**src/rtl/fpu_pkg.sv**
```systemverilog
// Shared constants for the int->float conversion scheduler: FSM state encodings,
// the watchdog qNaN pattern and the requester-id width helper.
package fpu_pkg;

   localparam int unsigned OPW = 32;

   typedef logic [1:0] sched_state_t;

   localparam sched_state_t S_IDLE  = 2'd0;
   localparam sched_state_t S_ISSUE = 2'd1;
   localparam sched_state_t S_WAIT  = 2'd2;
   localparam sched_state_t S_RESP  = 2'd3;

   localparam logic [OPW-1:0] FPU_QNAN = 32'h7FC0_0000;

   // A single requester still needs a 1-bit id field.
   function automatic int unsigned id_width(input int unsigned n);
      return (n <= 1) ? 1 : $clog2(n);
   endfunction

endpackage

```
**src/rtl/fpu_rr_arb.sv**
```systemverilog
// Combinational round-robin picker: the first asserted request at or after rr_ptr,
// wrapping modulo NREQ; returns a one-hot grant and its encoded index.
module fpu_rr_arb
   import fpu_pkg::*;
#(
   parameter int unsigned NREQ = 4,
   parameter int unsigned IDW  = id_width(NREQ)
) (
   input  logic [NREQ-1:0] req,
   input  logic [IDW-1:0]  rr_ptr,
   output logic [NREQ-1:0] grant,
   output logic [IDW-1:0]  idx,
   output logic            any
);

   int best;
   int off;

   // Smallest distance from rr_ptr (mod NREQ) among the asserted requests wins.
   always_comb begin
      idx  = '0;
      best = int'(NREQ);
      off  = 0;
      for (int i = 0; i < int'(NREQ); i++) begin
         off = i + int'(NREQ) - int'(rr_ptr);
         if (off >= int'(NREQ)) off = off - int'(NREQ);
         if (req[i] && (off < best)) begin
            best = off;
            idx  = IDW'(i);
         end
      end
   end

   assign any   = |req;
   assign grant = any ? (NREQ'(1) << idx) : '0;

endmodule

```
**src/rtl/fpu_conv_sched.sv**
```systemverilog
// Shares one multi-cycle int->float converter among NREQ round-robin requesters.
// Optional WAIT-state watchdog enabled by defining FPU_SCHED_WDOG_EN.
module fpu_conv_sched
   import fpu_pkg::*;
#(
   parameter int unsigned NREQ        = 4,
   parameter int unsigned IDW         = id_width(NREQ),
   parameter int unsigned WDOG_CYCLES = 64
) (
   input  logic              clk,
   input  logic              rst,
   input  logic [NREQ-1:0]   req_valid,
   input  logic [NREQ*32-1:0] req_data,
   output logic [NREQ-1:0]   req_ready,
   output logic              cv_start,
   output logic [31:0]       cv_in,
   input  logic              cv_done,
   input  logic [31:0]       cv_out,
   output logic              resp_valid,
   input  logic              resp_ready,
   output logic [IDW-1:0]    resp_id,
   output logic [31:0]       resp_data,
   output logic              resp_err
);

   sched_state_t    state;
   sched_state_t    state_nxt;
   logic [NREQ-1:0] grant;
   logic [IDW-1:0]  grant_idx;
   logic            grant_any;
   logic [IDW-1:0]  rr_ptr;
   logic [IDW-1:0]  ptr_nxt;
   logic [31:0]     op_sel;
   logic            accept;
   logic            wdog_to;
   logic            wait_end;

   fpu_rr_arb #(
      .NREQ (NREQ),
      .IDW  (IDW)
   ) u_arb (
      .req    (req_valid),
      .rr_ptr (rr_ptr),
      .grant  (grant),
      .idx    (grant_idx),
      .any    (grant_any)
   );

   // Ready is offered only in IDLE and never while reset is being applied.
   assign accept    = (state == S_IDLE) && grant_any && rst;
   assign req_ready = accept ? grant : '0;
   assign ptr_nxt   = (grant_idx == IDW'(NREQ - 1)) ? '0 : (grant_idx + IDW'(1));

   always_comb begin
      op_sel = '0;
      for (int i = 0; i < int'(NREQ); i++) begin
         if (grant[i]) op_sel = req_data[32*i +: 32];
      end
   end

`ifdef FPU_SCHED_WDOG_EN
   localparam int unsigned WDW = $clog2(WDOG_CYCLES + 1);

   logic [WDW-1:0] wdog_cnt;

   // Counts completed WAIT cycles; held at zero outside WAIT.
   always_ff @(posedge clk) begin
      if (!rst)                 wdog_cnt <= '0;
      else if (state != S_WAIT) wdog_cnt <= '0;
      else                      wdog_cnt <= wdog_cnt + WDW'(1);
   end

   assign wdog_to = (state == S_WAIT) && (wdog_cnt == WDW'(WDOG_CYCLES - 1));
`else
   assign wdog_to = 1'b0;
`endif

   assign wait_end = (state == S_WAIT) && (cv_done || wdog_to);

   always_ff @(posedge clk) begin
      if (!rst) state <= S_IDLE;
      else      state <= state_nxt;
   end

   always_comb begin
      state_nxt = state;
      case (state)
         S_IDLE:  if (accept)     state_nxt = S_ISSUE;
         S_ISSUE:                 state_nxt = S_WAIT;
         S_WAIT:  if (wait_end)   state_nxt = S_RESP;
         S_RESP:  if (resp_ready) state_nxt = S_IDLE;
         default:                 state_nxt = S_IDLE;
      endcase
   end

   // A real cv_done beats a watchdog expiry in the same cycle.
   always_ff @(posedge clk) begin
      if (!rst) begin
         rr_ptr     <= '0;
         cv_start   <= 1'b0;
         cv_in      <= '0;
         resp_valid <= 1'b0;
         resp_id    <= '0;
         resp_data  <= '0;
         resp_err   <= 1'b0;
      end else begin
         cv_start <= accept;
         if (accept) begin
            cv_in   <= op_sel;
            resp_id <= grant_idx;
            rr_ptr  <= ptr_nxt;
         end
         if (wait_end) begin
            resp_valid <= 1'b1;
            resp_data  <= cv_done ? cv_out : FPU_QNAN;
            resp_err   <= ~cv_done;
         end else if ((state == S_RESP) && resp_ready) begin
            resp_valid <= 1'b0;
         end
      end
   end

endmodule
```
**config.mk**
```make
export PLATFORM = sky130hd
export DESIGN_NAME = fpu_conv_sched
export DESIGN_NICKNAME = d
export VERILOG_FILES = /design/src/rtl/fpu_pkg.sv /design/src/rtl/fpu_rr_arb.sv /design/src/rtl/fpu_conv_sched.sv
export SDC_FILE = /design/constraint.sdc
export NUM_CORES = 1
export LEC_CHECK = 0
export ABC_AREA = 1
export ABC_CLOCK_PERIOD_IN_PS = 8230
export CORE_ASPECT_RATIO = 2
export CORE_UTILIZATION = 35
export CTS_BUF_LIST = sky130_fd_sc_hd__clkbuf_4 sky130_fd_sc_hd__clkbuf_8
export CTS_CLUSTER_SIZE = 28
export DETAILED_ROUTE_END_ITERATION = 16
export GPL_TIMING_DRIVEN = 0
export PLACE_DENSITY = 0.75
export RECOVER_POWER = 50
export SYNTH_ARGS = -nofsm -noshare
export SYNTH_HDL_FRONTEND = slang
export SYNTH_SLANG_ARGS = --single-unit
```
**constraint.sdc**
```tcl
create_clock -name clk -period 8.23 [get_ports clk]
set_input_delay 0.823 -clock clk [delete_from_list [all_inputs] [get_ports clk]]
set_output_delay 0.823 -clock clk [all_outputs]
set_load 0.01 [all_outputs]
```
==> summary.md, run 1 <==
| Metric | Value |
|---|---|
| Run status | `completed` |
| Synth Flop Type | `dfxtp_1` |
| Most common cell after layout, fill and taps aside | `clkdlybuf4s50_1` |
| Maximum number of pins on one net before global-route repair | `14` |
| Finished Core Util | `between 50% and 60%` |
| Setup TNS | `0 ns` |
| PwrDens | `378 nW/um^2` |
| FP Rows | `58` |
| Hold/Removal Path Class | `reg2reg` |
| Unrepaired setup endpoints after global routing | `no` |
| Slew HR | `51.8%` |
| Actual slew at the worst max-slew pin | `0.716 ns` |
| Synth-to-layout area growth | `62.4%` |
| Critical path data required time | `7.41 ns` |
| Mean Syn Cell Area | `6.45 um^2` |
| Placed Cells | `1087` |
| #FFs+latches synth | `73` |
| Final worst-path cycle share | `around nine tenths` |
| Logic pwr share | `68.9%` |
| Share of cells above drive strength 1 | `7.14%` |
| Register clock-pin slew on the reported worst setup and hold paths | `around 0.090 ns` |
| Worst-path fanout max | `10` |
| Final ANT Viol Nets | `0` |
| Max-cap check violation count | `0` |
| TritonCTS clock tree | `built` |
| Flop pwr share | `19.4%` |
| Gate Count Post-Synth | `approximately 700` |
| Mapped Area | `4490 um^2` |
| Post-synthesis sequential area ratio | `around a third` |
| Clk_skew | `0.00903 ns` |
| DP Area | `7080 um^2` |
| Fin cells | `1102` |
| Via count | `~5400` |
| Setup crit end kind | `primary output` |
| Min Tclk post-route | `approximately 7.4 ns` |
| Layout filler cell count | `1228` |
| CTS H-tree depth | `3` |
| Startpoint types | `flop` |
| R2R setup slack | `0.83 ns` |
| CTS max path bufs | `2` |
| Detailed Route WL | `17.5 mm` |
| GRT Total Usage | `26.8%` |
| Async S/R FF share, synth | `0%` |
| DRT Pass-1 Iters | `6` |
| Final Hold Vio Count | `0` |
| Post-cts sizing count | `0` |
| Clk sink count | `73` |
| Ant. Diodes | `0` |
| Critical Path Start | `rr_ptr[1]` |
| Hold-fix buffers, CTS | `0` |
| Global-route wire length before repair | `26.5 mm` |
| Worst reg2reg path startpoint | `rr_ptr[1]` |
| Syn_nets | `881` |
| Via/cell ratio | `4.93` |
| NetSw | `1390 uW` |
| DIE HEIGHT | `162 um` |
| Pint | `1370 uW` |
| Design Area, Final | `7300 um^2` |
| Worst-Skew Late Latency | `0.37 ns` |
| Max-slew violation count | `0` |
| Yosys warnings | `0` |
| Layout net count | `1132` |
| Seq. cell area | `1460 um^2` |
| Sw frac | `50.3%` |
| Input/output buffers | `240` |
| Root buffer cell | `clkbuf_8` |
| Wire length per cell | `approximately 16 um` |
| Setup Viol. Count Final | `0` |
| Area of the multi-input gates | `roughly 2500 um^2` |
| CORE AREA | `12600 um^2` |
| Crit-path max cell delay | `0.58 ns` |
| WP data arrival | `around 6.6 ns` |
| Hold Startpoint | `resp_err` |
| EDFF count, synth | `0` |
| Synth unique cells | `34` |
| Crit path kind | `reg2out` |
| Clock share of power | `11.7%` |
| Crit path top cell by count | `nand2_1` |
| Worst vdd ir | `roughly 0.00023 V` |
| Slowest CP cell | `clkdlybuf4s50_1` |
| Most frequent cells in the layout | `clkdlybuf4s50_1, nand2_1, nor2_1` |
| Die width | `82.1 um` |
| Vias in the first global route | `5429` |
| Initial core utilization | `a little over a third` |
| Cts bufs inserted | `9` |
| I/O pin count | `roughly 240` |
| DPL Wire Length | `14.1 mm` |
| Initial antenna violation count | `0` |
| Die ar. | `13300 um^2` |
| DRT iter0 DRCs | `221` |
| Grt ovf | `0` |
| Peak Freq | `135 MHz` |
| Leakage | `0.00344 uW` |
| DRC | `0` |
| Routability Congestion | `approximately 1` |
| Post-CTS setup buffers | `0` |
-- power groups by stage --
stage	Combinational, uW	Sequential, uW	Clock [uW]
5_1_grt	2130	549	344
3_5_place_dp	1940	545	0
4_1_cts	1950	538	330
6_report	1900	534	323
3_3_place_gp	1920	543	0
2_1_floorplan	1180	591	0
-- critical path: cells and delay by family, from the launching register on --
kind                       cells  cell delay [ns]
buffers and inverters         10             2.30
and+or+nand+nor               16             1.53
DFF                            1             0.45
adders and majority gates      5             1.42
AOI/OAI and AO/OA              3             0.51
-- routing by layer --
layer  track usage [%]  routed length (um)
met1              25.8                6120
met2              49.9                9510
met3              4.94                1000
met4              16.6                 912
met5                 0                   0
-- cell usage after synthesis, types with 4 or more instances --
master / number / area share (%)
nand4_1: 26 / 3.6
ha_1: 16 / 4.5
inv_1: 64 / 5.3
o21ai_0: 62 / 6.9
a21boi_1: 7 / 1.2
clkbuf_1: 27 / 2.3
a21oi_1: 50 / 5.6
nand2_4: 9 / 2.3
inv_2: 12 / 1.0
nand3_2: 11 / 2.4
nor2_1: 105 / 8.8
nand2_1: 150 / 13
buf_6: 4 / 1.0
nand3_1: 43 / 4.8
o21ai_1: 7 / 0.78
dfxtp_1: 73 / 33
buf_2: 8 / 0.89
-- state kept, by name, summed over array words and instances, names as in the netlist --
name / flops
cv_in: 32
resp_data: 32
resp_id: 2
rr_ptr: 2
state: 2
cv_start: 1
resp_err: 1
resp_valid: 1
-- cell families after synthesis --
kind of cell               after synthesis  synth area share, %
AOI/OAI and AO/OA                      134                 15.7
DFF                                     73                 32.5
buffers and inverters                  124                 11.8
and+or+nand+nor                        350                 35.5
adders and majority gates               16                 4.45
-- final timing paths --
path	endpoint	depth (start not counted)
setup / recovery	req_ready[3]	34
hold / removal	resp_err	2
setup reg to reg	cv_in[19]	39
hold reg to reg	resp_err	2
-- stage by stage --
| step | power, uW | hold slack [ns] | setup slack [ns] |
|---|---|---|---|
| floorplan | 1770 | 0.460 | 2.68 |
| global placement | 2460 | 0.424 | 0.549 |
| detailed placement | 2480 | 0.428 | 0.517 |
| CTS | 2820 | 0.439 | 0.859 |
| global route | 3030 | 0.477 | 0.216 |
| finish | 2760 | 0.433 | 0.819 |
-- final cells by class --
class | instances | area share (%)
multi-input combinational | 500 | 34.3
timing repair buffer | 240 | 32.9
sequential | 73 | 20.0
inverter | 79 | 4.10
buffer | 45 | 3.19
tap | 150 | 2.57
clock buffer | 9 | 1.70
clock inverter | 6 | 1.27
No activity file was read; power rests on OpenSTA's default activity.
==> inputs of run 2 (changes only) <==
--- a/config.mk
+++ b/config.mk
@@ -13,7 +13,7 @@
 export CTS_CLUSTER_SIZE = 28
 export DETAILED_ROUTE_END_ITERATION = 16
 export GPL_TIMING_DRIVEN = 0
-export PLACE_DENSITY = 0.75
+export PLACE_DENSITY_LB_ADDON = 0.08
 export RECOVER_POWER = 50
 export SYNTH_ARGS = -nofsm -noshare
 export SYNTH_HDL_FRONTEND = slang
==> summary.md, run 2 (same netlist as run 1, synthesis figures left out) <==
| Metric | Value |
|---|---|
| Via/cell ratio | `4.98 (+1.1%)` |
| Via count | `5498 (+1.2%)` |
| CORE AREA | `12600 um^2 (unchanged)` |
| Design Area, Final | `7290 um^2 (-0.21%)` |
| Setup Viol. Count Final | `0 (unchanged)` |
| Maximum number of pins on one net before global-route repair | `15 (+1)` |
| CTS max path bufs | `2 (unchanged)` |
| Startpoint types | `flop` |
| CTS H-tree depth | `3 (unchanged)` |
| Worst setup margin | `0.936 ns (+0.116 ns)` |
| WP data arrival | `6.47 ns (-0.12 ns)` |
| Setup TNS | `0 ns (unchanged)` |
| Global Route met1 Usage | `23.9% (-1.9 points)` |
| Wire length per cell | `15.6 um (-1.8%)` |
| Die ar. | `13300 um^2 (unchanged)` |
| Root buffer cell | `clkbuf_8` |
| GRT Total Usage | `26.2% (-0.69 points)` |
| Place WS | `0.600 ns (+0.0828 ns)` |
| Die width | `82.1 um (unchanged)` |
| Run status | `completed` |
| Crit-path max cell delay | `0.58 ns (about the same)` |
| Max-cap check violation count | `0 (unchanged)` |
| TritonCTS clock tree | `built` |
| Vias in the first global route | `5431 (+0.037%)` |
| Fin cells | `1103 (+0.091%)` |
| Placed Cells | `1087 (unchanged)` |
| Worst-Skew Late Latency | `0.35 ns (-0.02 ns)` |
| Routability Congestion | `0.865 (-12%)` |
| PwrDens | `371 nW/um^2 (-1.7%)` |
| Sw frac | `50.3% (about the same)` |
| DRC | `0 (unchanged)` |
| Most used routing layer | `met2` |
| Crit path top cell by count | `nand2_1` |
| Ant. Diodes | `0 (unchanged)` |
| Hold-fix buffers, CTS | `0 (unchanged)` |
| Max-slew violation count | `0 (unchanged)` |
| Leakage | `0.00344 uW (+0.10%)` |
| Share of cells above drive strength 1 | `7.24% (+0.097 points)` |
| Layout net count | `1132 (unchanged)` |
| Global-route wire length before repair | `26.1 mm (-1.6%)` |
| Slew HR | `50.1% (-1.8 points)` |
| Pint | `1340 uW (-1.9%)` |
| Largest regs | `cv_in: 32 flops, resp_data: 32 flops` |
| Final Hold Vio Count | `0 (unchanged)` |
| Final worst-path cycle share | `88.6% (-1.4 points)` |
| DRT Pass-1 Iters | `5 (-1)` |
| Detailed Route WL | `17.2 mm (-1.7%)` |
| DRT iter0 DRCs | `258 (+17%)` |
| Most frequent cells in the layout | `clkdlybuf4s50_1, nand2_1, nor2_1` |
| Post-CTS setup buffers | `0 (unchanged)` |
| Peak Freq | `137 MHz (+1.6%)` |
| Flop pwr share | `19.8% (+0.4 points)` |
| Worst vdd ir | `0.000205 V (-11%)` |
| DP Area | `7080 um^2 (unchanged)` |
| Input/output buffers | `240 (unchanged)` |
| Setup crit end kind | `primary output` |
| Clk_skew | `0.00648 ns (-0.00255 ns)` |
| Clock share of power | `10.9% (-0.8 points)` |
| Post-cts sizing count | `0 (unchanged)` |
| Final ANT Viol Nets | `0 (unchanged)` |
| Initial core utilization | `35.8% (unchanged)` |
| FP Rows | `58 (unchanged)` |
| NetSw | `1360 uW (-1.9%)` |
| Grt ovf | `0 (unchanged)` |
| DIE HEIGHT | `162 um (unchanged)` |
| Met2 Use GR | `51.7% (+1.8 points)` |
| Worst-path fanout max | `10 (unchanged)` |
| Register clock-pin slew on the reported worst setup and hold paths | `0.09 ns (about the same)` |
| Hold/Removal Path Class | `reg2reg` |
| Min Tclk post-route | `7.29 ns (-0.116 ns)` |
| Synth-to-layout area growth | `62.1%` |
| Cts bufs inserted | `9 (unchanged)` |
| Actual slew at the worst max-slew pin | `0.742 ns (+0.0261 ns)` |
| Crit path kind | `reg2out` |
| M3 GR Usage | `4.72% (-0.22 points)` |
| Initial antenna violation count | `0 (unchanged)` |
| Critical path data required time | `7.41 ns (about the same)` |
| Slowest CP cell | `clkdlybuf4s50_1` |
| Clk sink count | `73 (unchanged)` |
| Most common cell after layout, fill and taps aside | `clkdlybuf4s50_1` |
| DPL Wire Length | `14.3 mm (+1.3%)` |
| Unrepaired setup endpoints after global routing | `no` |
| I/O pin count | `241 (unchanged)` |
| Logic pwr share | `69.2% (+0.3 points)` |
[run 2: cell types whose count changed in the layout (fill, tap and decap cells not counted), sizes merged]
cell	delta
bufinv	-1
inv	+1
clkinv	+3
clkinvlp	-2
[run 2: final cells by class]
cell class	instances	area (um^2)
buffer	45	233
clock buffer	9	124
clock inverter	7	77.6
fill	1220	5270
inverter	79	299
multi-input combinational	500	2500
sequential	73	1460
tap	150	188
timing repair buffer	240	2400
[run 2: metal layers]
metal / up-vias / part of all wire [%]
met5: - / 0
met4: 0 / 3.6
met3: 36 / 6.4
met2: 232 / 57
met1: 2477 / 33
li1: 2753 / -
[run 2: power groups by stage]
stage                     Combinational, uW  Sequential [uW]  Clock, uW
after floorplan                        1180              591          0
after global placement                 1870              542          0
after detailed placement               1910              549          0
after CTS                              1920              541        304
after global routing                   2100              549        318
final                                  1870              536        295
[run 2: worst max-delay path: cells and delay by family, from the launching register on]
kind	cells	cell delay (ns)
compound gates	3	0.54
fa+ha+maj	5	1.39
buf+inv	10	2.34
flops	1	0.45
simple gates	16	1.37
[run 2: final timing paths]
| check | start | to | slack, ns | cells past startpoint |
|---|---|---|---|---|
| max | rr_ptr[1] | req_ready[3] | 0.94 | 34 |
| min | resp_err | resp_err | 0.44 | 2 |
| max reg2reg | rr_ptr[1] | cv_in[23] | 0.96 | 39 |
| min reg2reg | resp_err | resp_err | 0.44 | 2 |
[run 2: metrics by stage]
stage	util (%)	total power [uW]	hold slack, ns
after floorplan	-	1770	0.460
after global placement	56.4	2410	0.421
after detailed placement	56.4	2460	0.435
after CTS	58.0	2760	0.448
after global routing	58.0	2970	0.465
final	58.0	2700	0.441
